## config.mk

```make
export PLATFORM = sky130hd
export DESIGN_NAME = fp_conv_reg
export DESIGN_NICKNAME = d
export VERILOG_FILES = /design/src/rtl/fp_conv_reg_pkg.sv /design/src/rtl/fp_conv_reg_clz.sv /design/src/rtl/fp_conv_reg.sv
export SDC_FILE = /design/constraint.sdc
export NUM_CORES = 1
export LEC_CHECK = 0
export CELL_PAD_IN_SITES_DETAIL_PLACEMENT = 1
export CELL_PAD_IN_SITES_GLOBAL_PLACEMENT = 2
export CORE_UTILIZATION = 35
export DETAILED_ROUTE_END_ITERATION = 6
export GPL_ROUTABILITY_DRIVEN = 0
export MAX_ROUTING_LAYER = met4
export PLACE_DENSITY_LB_ADDON = 0.1
export SLEW_MARGIN = 30
export SYNTH_ARGS = -nofsm -noshare
export SYNTH_HDL_FRONTEND = slang
export SYNTH_SLANG_ARGS = --single-unit
```

## constraint.sdc

```tcl
create_clock -name clk -period 1.4 [get_ports clk]
set_clock_uncertainty 0.05 [all_clocks]
set_input_delay 0.28 -clock clk [delete_from_list [all_inputs] [get_ports clk]]
set_output_delay 0.28 -clock clk [all_outputs]
set_load 0.1 [all_outputs]
```

## src/rtl/fp_conv_reg_pkg.sv

```systemverilog
// Shared helpers for the floating-point format converters: biases, integer
// min/max/abs, and field extraction for an arbitrary {sign, exp, mant} layout.
package fp_pkg;

   localparam int FP_MAXW      = 128;
   localparam int EXP_ONES_F16 = 31;
   localparam int EXP_ONES_F32 = 255;
   localparam int EXP_ONES_F64 = 2047;

   function automatic int BIAS(input int nx);
      return (1 << (nx - 1)) - 1;
   endfunction

   function automatic int MIN(input int a, input int b);
      return (a < b) ? a : b;
   endfunction

   function automatic int MAX(input int a, input int b);
      return (a > b) ? a : b;
   endfunction

   function automatic int FABS(input int a);
      return (a < 0) ? -a : a;
   endfunction

   function automatic int exp_ones(input int nx);
      return (1 << nx) - 1;
   endfunction

   // Callers zero-extend their word to FP_MAXW bits before extraction.
   function automatic logic fp_sign(input logic [FP_MAXW-1:0] w, input int nx, input int nm);
      return |(w & (FP_MAXW'(1) << (nx + nm)));
   endfunction

   function automatic logic [31:0] fp_exp(input logic [FP_MAXW-1:0] w, input int nx, input int nm);
      return 32'((w >> nm) & ((FP_MAXW'(1) << nx) - FP_MAXW'(1)));
   endfunction

   function automatic logic [FP_MAXW-1:0] fp_mant(input logic [FP_MAXW-1:0] w, input int nm);
      return w & ((FP_MAXW'(1) << nm) - FP_MAXW'(1));
   endfunction

endpackage

```

## src/rtl/fp_conv_reg_clz.sv

```systemverilog
// Count-leading-zeros as a recursive halving tree; clz(0) == N.
module clz_n #(
   parameter int N = 32
) (
   input  logic [N-1:0]             in_vec,
   output logic [$clog2(N+1)-1:0]   lz
);

   localparam int W = $clog2(N + 1);

   generate
      if (N == 1) begin : g_leaf
         always_comb lz = W'(~in_vec[0]);
      end else begin : g_split
         localparam int NH = (N + 1) / 2;
         localparam int NL = N - NH;
         localparam int WH = $clog2(NH + 1);
         localparam int WL = $clog2(NL + 1);

         logic [WH-1:0] lz_hi;
         logic [WL-1:0] lz_lo;

         clz_n #(.N(NH)) u_hi (
            .in_vec (in_vec[N-1 -: NH]),
            .lz     (lz_hi)
         );

         clz_n #(.N(NL)) u_lo (
            .in_vec (in_vec[NL-1:0]),
            .lz     (lz_lo)
         );

         // Upper half entirely zero: count continues into the lower half.
         always_comb begin
            if (lz_hi == WH'(NH)) lz = W'(NH) + W'(lz_lo);
            else                  lz = W'(lz_hi);
         end
      end
   endgenerate

endmodule

```

## src/rtl/fp_conv_reg.sv

```systemverilog
// Registered IEEE-style format converter: {sign, NX exp, NM mant} to
// {sign, ONX exp, ONM mant}, round-to-nearest-even, one register stage.
module fp_conv_reg
   import fp_pkg::*;
#(
   parameter int NX  = 8,
   parameter int NM  = 23,
   parameter int ONX = 8,
   parameter int ONM = 23
) (
   input  logic                 clk,
   input  logic                 rst,
   input  logic                 in_valid,
   input  logic [NX+NM:0]       in_fp,
   output logic                 out_valid,
   output logic [ONX+ONM:0]     out_fp,
   output logic                 out_inexact
);

   localparam int OW       = 1 + ONX + ONM;
   localparam int BIAS_IN  = BIAS(NX);
   localparam int BIAS_OUT = BIAS(ONX);
   localparam int EMAX_OUT = exp_ones(ONX);
   localparam int LZW      = $clog2(NM + 1);
   localparam int MW       = MAX(NM, ONM);
   localparam int SW       = MW + 1;
   localparam int SH       = ONM + 2;
   localparam int WW       = SW + SH;

   logic              sign_in;
   logic [NX-1:0]     exp_in;
   logic [NM-1:0]     mant_in;
   logic [LZW-1:0]    lz;

   logic              exp_zero;
   logic              exp_max;
   logic              mant_zero;
   logic [NM-1:0]     norm_frac;
   logic signed [31:0] e_unb;
   logic signed [31:0] e_out;
   logic [SW-1:0]     sig_ext;
   logic [31:0]       sh;
   logic [WW-1:0]     shifted;
   logic [ONM:0]      rnd_keep;
   logic              guard;
   logic              sticky;
   logic              round_up;
   logic              lossy;
   logic [ONM+1:0]    rnd_sum;
   logic [MW-1:0]     m_al;
   logic [ONM-1:0]    nan_mant;

   logic              res_sign;
   logic [ONX-1:0]    res_exp;
   logic [ONM-1:0]    res_mant;
   logic              res_inexact;

   logic              valid_d,   valid_q;
   logic [OW-1:0]     fp_d,      fp_q;
   logic              inexact_d, inexact_q;

   assign sign_in = fp_sign(FP_MAXW'(in_fp), NX, NM);
   assign exp_in  = NX'(fp_exp(FP_MAXW'(in_fp), NX, NM));
   assign mant_in = NM'(fp_mant(FP_MAXW'(in_fp), NM));

   clz_n #(.N(NM)) u_clz (
      .in_vec (mant_in),
      .lz     (lz)
   );

   // Normalise, align to the output precision, round.
   always_comb begin
      exp_zero  = (exp_in == '0);
      exp_max   = (exp_in == '1);
      mant_zero = (mant_in == '0);

      norm_frac = mant_in;
      e_unb     = $signed(32'(exp_in)) - BIAS_IN;
      if (exp_zero) begin
         // Subnormal: leading 1 becomes the hidden bit; 1 - bias - (lz + 1).
         norm_frac = mant_in << (32'(lz) + 32'd1);
         e_unb     = -BIAS_IN - $signed(32'(lz));
      end

      sig_ext = SW'({1'b1, norm_frac}) << (SW - 1 - NM);
      e_out   = e_unb + BIAS_OUT;

      // Shifts past ONM+2 leave only sticky bits, so clamping is lossless.
      sh = '0;
      if (e_out <= 0) sh = 32'(MIN(FABS(e_out) + 1, SH));
      shifted = {sig_ext, {SH{1'b0}}} >> sh;

      rnd_keep = shifted[WW-1 -: ONM+1];
      guard    = shifted[SW];
      sticky   = |shifted[SW-1:0];
      round_up = guard & (sticky | rnd_keep[0]);
      lossy    = guard | sticky;
      rnd_sum  = {1'b0, rnd_keep} + (ONM+2)'(round_up);

      m_al     = MW'(mant_in) << (MW - NM);
      nan_mant = m_al[MW-1 -: ONM];
      if (nan_mant == '0) nan_mant[ONM-1] = 1'b1;
   end

   always_comb begin
      res_sign    = sign_in;
      res_exp     = '0;
      res_mant    = '0;
      res_inexact = 1'b0;
      if (exp_max) begin
         res_exp = '1;
         if (!mant_zero) res_mant = nan_mant;
      end else if (exp_zero && mant_zero) begin
         res_exp = '0;
      end else if (e_out >= EMAX_OUT) begin
         res_exp     = '1;
         res_inexact = 1'b1;
      end else if (e_out >= 1) begin
         // A carry into EMAX_OUT leaves a zero fraction, which is exactly Inf.
         res_exp     = ONX'(e_out + $signed(32'(rnd_sum[ONM+1])));
         res_mant    = rnd_sum[ONM-1:0];
         res_inexact = lossy;
      end else begin
         res_exp     = ONX'(rnd_sum[ONM]);
         res_mant    = rnd_sum[ONM-1:0];
         res_inexact = lossy;
      end
   end

   always_comb begin
      valid_d   = in_valid;
      fp_d      = fp_q;
      inexact_d = inexact_q;
      if (in_valid) begin
         fp_d      = {res_sign, res_exp, res_mant};
         inexact_d = res_inexact;
      end
   end

   always_ff @(posedge clk or posedge rst) begin
      if (rst) begin
         valid_q   <= 1'b0;
         fp_q      <= '0;
         inexact_q <= 1'b0;
      end else begin
         valid_q   <= valid_d;
         fp_q      <= fp_d;
         inexact_q <= inexact_d;
      end
   end

   assign out_valid   = valid_q;
   assign out_fp      = fp_q;
   assign out_inexact = inexact_q;

endmodule

```

==> flow_summary.ini, run 1 <==
[synth]
yosys_warnings = 0
synth_seq_cells = 34
synth_top_flop_cell = dfrtp_1
ys_types = 97
yosysTopAreaCellShare = 0.0895
syn_area_sq_um = 9500
synth_edf_count = 0
netlist.top_cell.by_area = dfrtp_1
avgSynthCellArea_sq_um = 6.68
synth_area_leaders = dfrtp_1 9.0%, nand2_1 7.2%, nor2_1 5.3%
ys_async_sr_fraction = 1.00
netlist_top_cells_count = 182 x nand2_1, 135 x nor2_1, 88 x nand3_1
seq_area_frac_synth = 0.0895
synth_nets = 1486
synthCells = 1422
yosysMostFrequentCell = nand2_1

[clock_network]
clockRootBuffer = clkbuf_16
cts.path.max_buffers = 2
numClockSinks = 34
numCtsBuffers = 5
htreeDepth = 2

[floorplanning]
std_cell_rows = 59
io_pins = 69
die_x_um = 167
start_util = 0.361
die_h_um = 167

[placed_design]
port_buffers = 68
hpwlAfterDp_um = 46500

[global_route]
grt_max_degree = 35
globalRouteTotalUtil = 0.790
antenna_found_initial = 5
overflow = 160

[run_status]
run_status = stopped before the end
haltStage = global routing
error_line = [ERROR GRT-0232] Routing congestion too high. Check the congestion heatmap in the GUI.

[sta]
repair-timing-grt-worst-ep = out_fp[28]$_DFFE_PP0P_/D
worstEndpointType = register input
==> layer usage <==
layer | GRT usage | GRT overflow
met3 | 0.580 | 0
met5 | - | -
met4 | 0.845 | 59
met1 | 0.766 | 0
met2 | 0.955 | 101
==> cell families after synthesis <==
kind of cell,synth area share
AOI/OAI and AO/OA,0.326
xor gates and xnor gates,0.0532
and+or+nand+nor,0.355
buffers and inverters,0.0558
DFF,0.0895
adders and majority gates,0.0382
muxes,0.0828
==> per-stage QoR <==
step                setup WS, ns  cell area (sq um)  instances
CTS                        -9.66              16900       2388
detailed placement        -10.97              15300       2312
global placement          -10.43              15300       2312
floorplan                 -10.59               9940       1422
==> what timing repair did <==
action / CTS
pin swaps: 113
cloned: 1
hold buffers: 0
buffers inserted: 72
setup endpoints to repair: 32
gates resized for setup: 200
==> run 2: changes to the inputs <==
- CELL_PAD_IN_SITES_DETAIL_PLACEMENT: 1 -> unset
- CELL_PAD_IN_SITES_GLOBAL_PLACEMENT: 2 -> unset
- MAX_ROUTING_LAYER: met4 -> unset
- PLACE_DENSITY_LB_ADDON: 0.1 -> 0.15
==> flow_summary.ini, run 2 <==
[synth]
yosys_warnings = 0
synthCells = 1422
yosysTopAreaCellShare = 0.0895
netlist.top_cell.by_area = dfrtp_1
synth_seq_cells = 34
synth-simple-area-share = 0.355
synth_edf_count = 0
avgSynthCellArea_sq_um = 6.68
synth_top_family_by_area = simple AND/OR/NAND/NOR gates
seq_area_frac_synth = 0.0895
muxShareOfSynthArea = 0.0828
synth-adder-area-share = 0.0382
syn_area_sq_um = 9500
yosysMostFrequentCell = nand2_1
synth_area_leaders = dfrtp_1 9.0%, nand2_1 7.2%, nor2_1 5.3%
synth_top_flop_cell = dfrtp_1
netlist_top_cells_count = 182 x nand2_1, 135 x nor2_1, 88 x nand3_1
ys_types = 97
synth_compound_area_frac = 0.326
ys_async_sr_fraction = 1.00
synthXorXnorAreaFrac = 0.0532
synth_nets = 1486

[setup_path]
critPathSlowestCell = or4_4
worst-path-buf-inv = 4
cp.required_ns = 1.52
path_class = input pin to flop
crit_top_cell = ha_4
arrival_ns = 10.97
cpPeakStageDelay_ns = 0.51
end_kind = flop
start_kind = input pin
path_max_fanout = 4
path_delay_family = simple AND/OR/NAND/NOR gates

[placed_design]
port_buffers = 68
postPlaceCellArea_sq_um = 15200
hpwlAfterDp_um = 39300

[pwr]
p_clk_frac = 0.118
pwr-share-comb = 0.756
cellLeakagePower_nw = 7.49
p_switching_mw = 4.50
p_int_mw = 5.04
power_mw = 9.54
powerDensity_nw_per_um2 = 560
seq_power_share = 0.126
switching_share = 0.472
ir_worst_vdd_mv = 0.382

[global_route]
antenna_found_initial = 0
grt_max_degree = 35
grt_pass1_vias = 14600
grt_util_met1 = 0.459
grt-busiest-layer = met2
grt_pass1_wl_um = 78800
globalRouteTotalUtil = 0.353
overflow = 0
grt_use_met3 = 0.0525
use_met2 = 0.579

[sta]
setup_viol = 32
tns_ns = -287.34
period_needed_ns = 10.85
hold_violations = 0
worst_slack_ns = -9.45
fmax_mhz = 92.2
rsz0062_at_grt = yes
tightest_slew_ns = 0.822
finalMaxSlewViolations = 0
slew_headroom = 0.450
period_share = 7.75

[routing]
antenna_left = 0
via_per_inst = 6.24
drt-total-wl_um = 51200
initialDrtViolationCount = 1980
drt_first_pass_iters = 7
vias = 14800
wl_per_cell_um = 21.5
drc = 0

[final_layout]
layout_commonest_cell = buf_4
final_cell_mix = 612 x buf_4, 173 x nand2_1, 122 x nor2_1, 82 x nand3_1, 77 x a21oi_1
areaGrowthSynthToFinish_pct = 79.1
final_cell_area_sq_um = 17000
layout.nets = 2108
diodes = 0
largest_reg_flops = 32
fillerInstances = 2260
drive_gt1_frac = 0.458

[clock_network]
clk_pin_slew_worst_paths_ns = 0.06
cts_tree = done
htreeDepth = 2
cts.path.max_buffers = 2
numCtsBuffers = 5
clk_latency_ns = 0.28
numClockSinks = 34
clockRootBuffer = clkbuf_16

[run_status]
violations = setup timing
run_status = finished with violations

[floorplanning]
start_util = 0.361
core_area_sq_um = 26400
dieArea_sq_um = 27800
die_x_um = 167
io_pins = 69
die_h_um = 167
std_cell_rows = 59

[min_path]
hold_path.class = input pin to async pin

[run]
drv_cap = 0
[run 2: final cells by class]
cell class	instances	area (sq um)	share of cell area
multi-input cells	1251	9470	0.556
repair buffers	708	5970	0.351
flip-flops and latches	34	851	0.0500
well taps	335	419	0.0246
inverters	44	168	0.00985
clock buffers	7	143	0.00838
clock inverters	1	5.00	0.000294
[run 2: power by group through the flow]
stage,combinational [mW],clock [mW],sequential (mW)
after CTS,6.76,1.13,1.20
after global routing,7.55,1.17,1.21
after floorplan,2.68,0,1.82
final,7.21,1.13,1.20
after detailed placement,6.34,0,1.21
after global placement,6.30,0,1.21
[run 2: worst paths after layout]
path	startpoint	end	slack, ns	cells after the start
hold / removal	rst	out_fp[17]	0.29	3
setup / recovery	in_fp[5]	out_fp[27]	-9.45	57
setup reg to reg	out_fp[13]	out_fp[13]	0.47	3
max in group asynchronous	rst	out_fp[0]	0.82	3
hold reg to reg	out_fp[18]	out_fp[18]	0.52	2
min in group clk	in_valid	out_valid	0.34	2
[run 2: logic make-up (layout without fill, tap and decap cells)]
family	count (synthesis)	count (layout)
multiplexers	62	62
XOR/XNOR	54	54
AND/OR/NAND/NOR	664	664
AO/OA/AOI/OAI	441	442
buffers and inverters	138	760
flip-flops	34	34
adder cells (fa/ha/maj)	29	29
[run 2: worst min-delay path, delay by kind of cell]
family                 cells  cell delay [ns]
buffers and inverters      3             0.70
[run 2: per-layer routing]
| layer | vias to the layer above | share of wire |
|---|---|---|
| met4 | 0 | 0.055 |
| met1 | 6968 | 0.40 |
| li1 | 6660 | - |
| met5 | - | 0 |
| met3 | 250 | 0.095 |
| met2 | 970 | 0.45 |
[run 2: per-stage QoR]
stage               utilization  setup slack, ns  hold WS, ns  std cells
floorplan                     -           -10.59        0.261       1422
global placement          0.578           -10.08        0.510       2295
detailed placement        0.578           -10.49        0.520       2295
CTS                       0.627            -9.23        0.303       2367
global route              0.646            -9.90        0.324       2380
finish                    0.646            -9.45        0.292       2380
[run 2: repair_timing]
action	in CTS	in global routing
cloned	1	0
setup buffers	67	19
pin swaps	86	51
endpoints found under the setup margin	32	32
gates resized for setup	173	74
hold buffers	0	0
Power figures use the tool's default switching activity.
==> run 3: changes to the inputs <==
- SKIP_LAST_GASP: unset -> 1
==> flow_summary.ini, run 3 (synthesis gave the netlist of run 2 again) <==
[floorplanning]
std_cell_rows = 59
io_pins = 69
die_h_um = 167
dieArea_sq_um = 27800
start_util = 0.361
core_area_sq_um = 26400
die_x_um = 167

[final_layout]
layout.nets = 2112
diodes = 0
layout_commonest_cell = buf_4
areaGrowthSynthToFinish_pct = 80.5
utilization = 0.651
final_cell_area_sq_um = 17200
fin_cells = 2384
largest_reg_flops = 32
final_cell_mix = 613 x buf_4, 170 x nand2_1, 122 x nor2_1, 82 x nand3_1, 77 x a21oi_1
drive_gt1_frac = 0.462

[placed_design]
postPlaceCellArea_sq_um = 15200
port_buffers = 68
dp_slack_ns = -10.49
hpwlAfterDp_um = 39300
place_inst = 2295

[pwr]
p_int_mw = 5.05
switching_share = 0.475
pwr-share-comb = 0.758
p_clk_frac = 0.118
ir_worst_vdd_mv = 0.386
seq_power_share = 0.125
cellLeakagePower_nw = 7.57
powerDensity_nw_per_um2 = 561
p_switching_mw = 4.56

[clock_network]
clockRootBuffer = clkbuf_16
cts_hold_buf = 0
cts.path.max_buffers = 2
numCtsBuffers = 5
numClockSinks = 34
cts_tree = done
htreeDepth = 2
clk_pin_slew_worst_paths_ns = 0.06
clk_latency_ns = 0.28

[global_route]
globalRouteTotalUtil = 0.354
overflow = 0
grt_pass1_vias = 14600
antenna_found_initial = 0
grt_max_degree = 35
grt_pass1_wl_um = 78800

[setup_path]
cpPeakStageDelay_ns = 0.51
critPathSlowestCell = or4_4
start_kind = input pin
path_delay_family = simple AND/OR/NAND/NOR gates
path_max_fanout = 8
path_depth = 56
end_kind = flop
worst-path-buf-inv = 6
crit_end = out_fp[29]
startpoint = in_fp[19]
arrival_ns = 11.02
path_class = input pin to flop
rr_startpoint = out_fp[13]
cp.required_ns = 1.51
rrSetupSlack_ns = 0.47
worst-r2r-cell-count = 3
rr_endpoint = out_fp[13]
crit_top_cell = ha_4

[sta]
period_needed_ns = 10.92
finalMaxSlewViolations = 0
slew_headroom = 0.359
hold_violations = 0
hold_slack_ns = 0.293
worst_slack_ns = -9.52
period_share = 7.80
rsz0062_at_grt = yes
tightest_slew_ns = 0.958
fmax_mhz = 91.6
setup_viol = 32

[routing]
drt_first_pass_iters = 7
drt-total-wl_um = 52400
vias = 15000
via_per_inst = 6.30
initialDrtViolationCount = 2141
wl_per_cell_um = 22.0
antenna_left = 0
drc = 0

[run]
drv_cap = 0

[run_status]
run_status = finished with violations
violations = setup timing

[min_path]
hold_path.class = input pin to async pin
[run 3: cell count changes in the layout (fill, tap and decap cells not counted), sizes merged]
cell,before,now
buf,681,685
[run 3: routing by layer]
| metal | global-route usage | up-vias | wire length [um] |
|---|---|---|---|
| li1 | - | 6668 | - |
| met1 | 0.459 | 7020 | 20500 |
| met2 | 0.583 | 1059 | 23600 |
| met3 | 0.0549 | 269 | 5270 |
| met4 | 0.147 | 0 | 3100 |
| met5 | 0 | - | 0 |
[run 3: how the worst min path moves through the flow]
stage | endpoint | slack (ns) | from | depth (start not counted)
4_1_cts | out_fp[31] | 0.30 | rst | 3
2_1_floorplan | out_valid | 0.26 | in_valid | 0
3_3_place_gp | out_fp[18] | 0.51 | out_fp[18] | 2
5_1_grt | out_fp[31] | 0.33 | rst | 3
6_report | out_fp[31] | 0.29 | rst | 3
3_5_place_dp | out_fp[31] | 0.52 | out_fp[31] | 1
[run 3: layout make-up]
type,instances,area (sq um)
multi-input cells,1251,9550
fillers,2228,9200
repair buffers,712,6020
flip-flops and latches,34,851
well taps,335,419
inverters,44,168
clock buffers,7,143
clock inverters,1,5.00
[run 3: stage by stage]
stage	power, mW	setup TNS, ns
after floorplan	4.50	-309.97
after global placement	7.51	-306.32
after detailed placement	7.56	-317.64
after CTS	9.07	-279.54
after global routing	9.98	-299.81
final	9.62	-287.59
[run 3: power by group through the flow]
stage	Sequential, mW	Clock [mW]	Combinational [mW]
after detailed placement	1.21	0	6.34
after CTS	1.20	1.13	6.75
after global routing	1.21	1.17	7.61
after floorplan	1.82	0	2.68
after global placement	1.21	0	6.30
final	1.20	1.13	7.29
[run 3: worst reg2reg max path, cell delays in order, from the launching register on]
cell	delay, ns
dfrtp_1	0.40
nor2b_1	0.14
a31oi_1	0.15
o21ai_1	0.08
[run 3: repair_timing]
item	4_1_cts	5_1_grt
endpoints found under the setup margin	32	32
pin swaps	86	53
buffers inserted	67	23
gates resized for setup	165	100
cloned	1	0
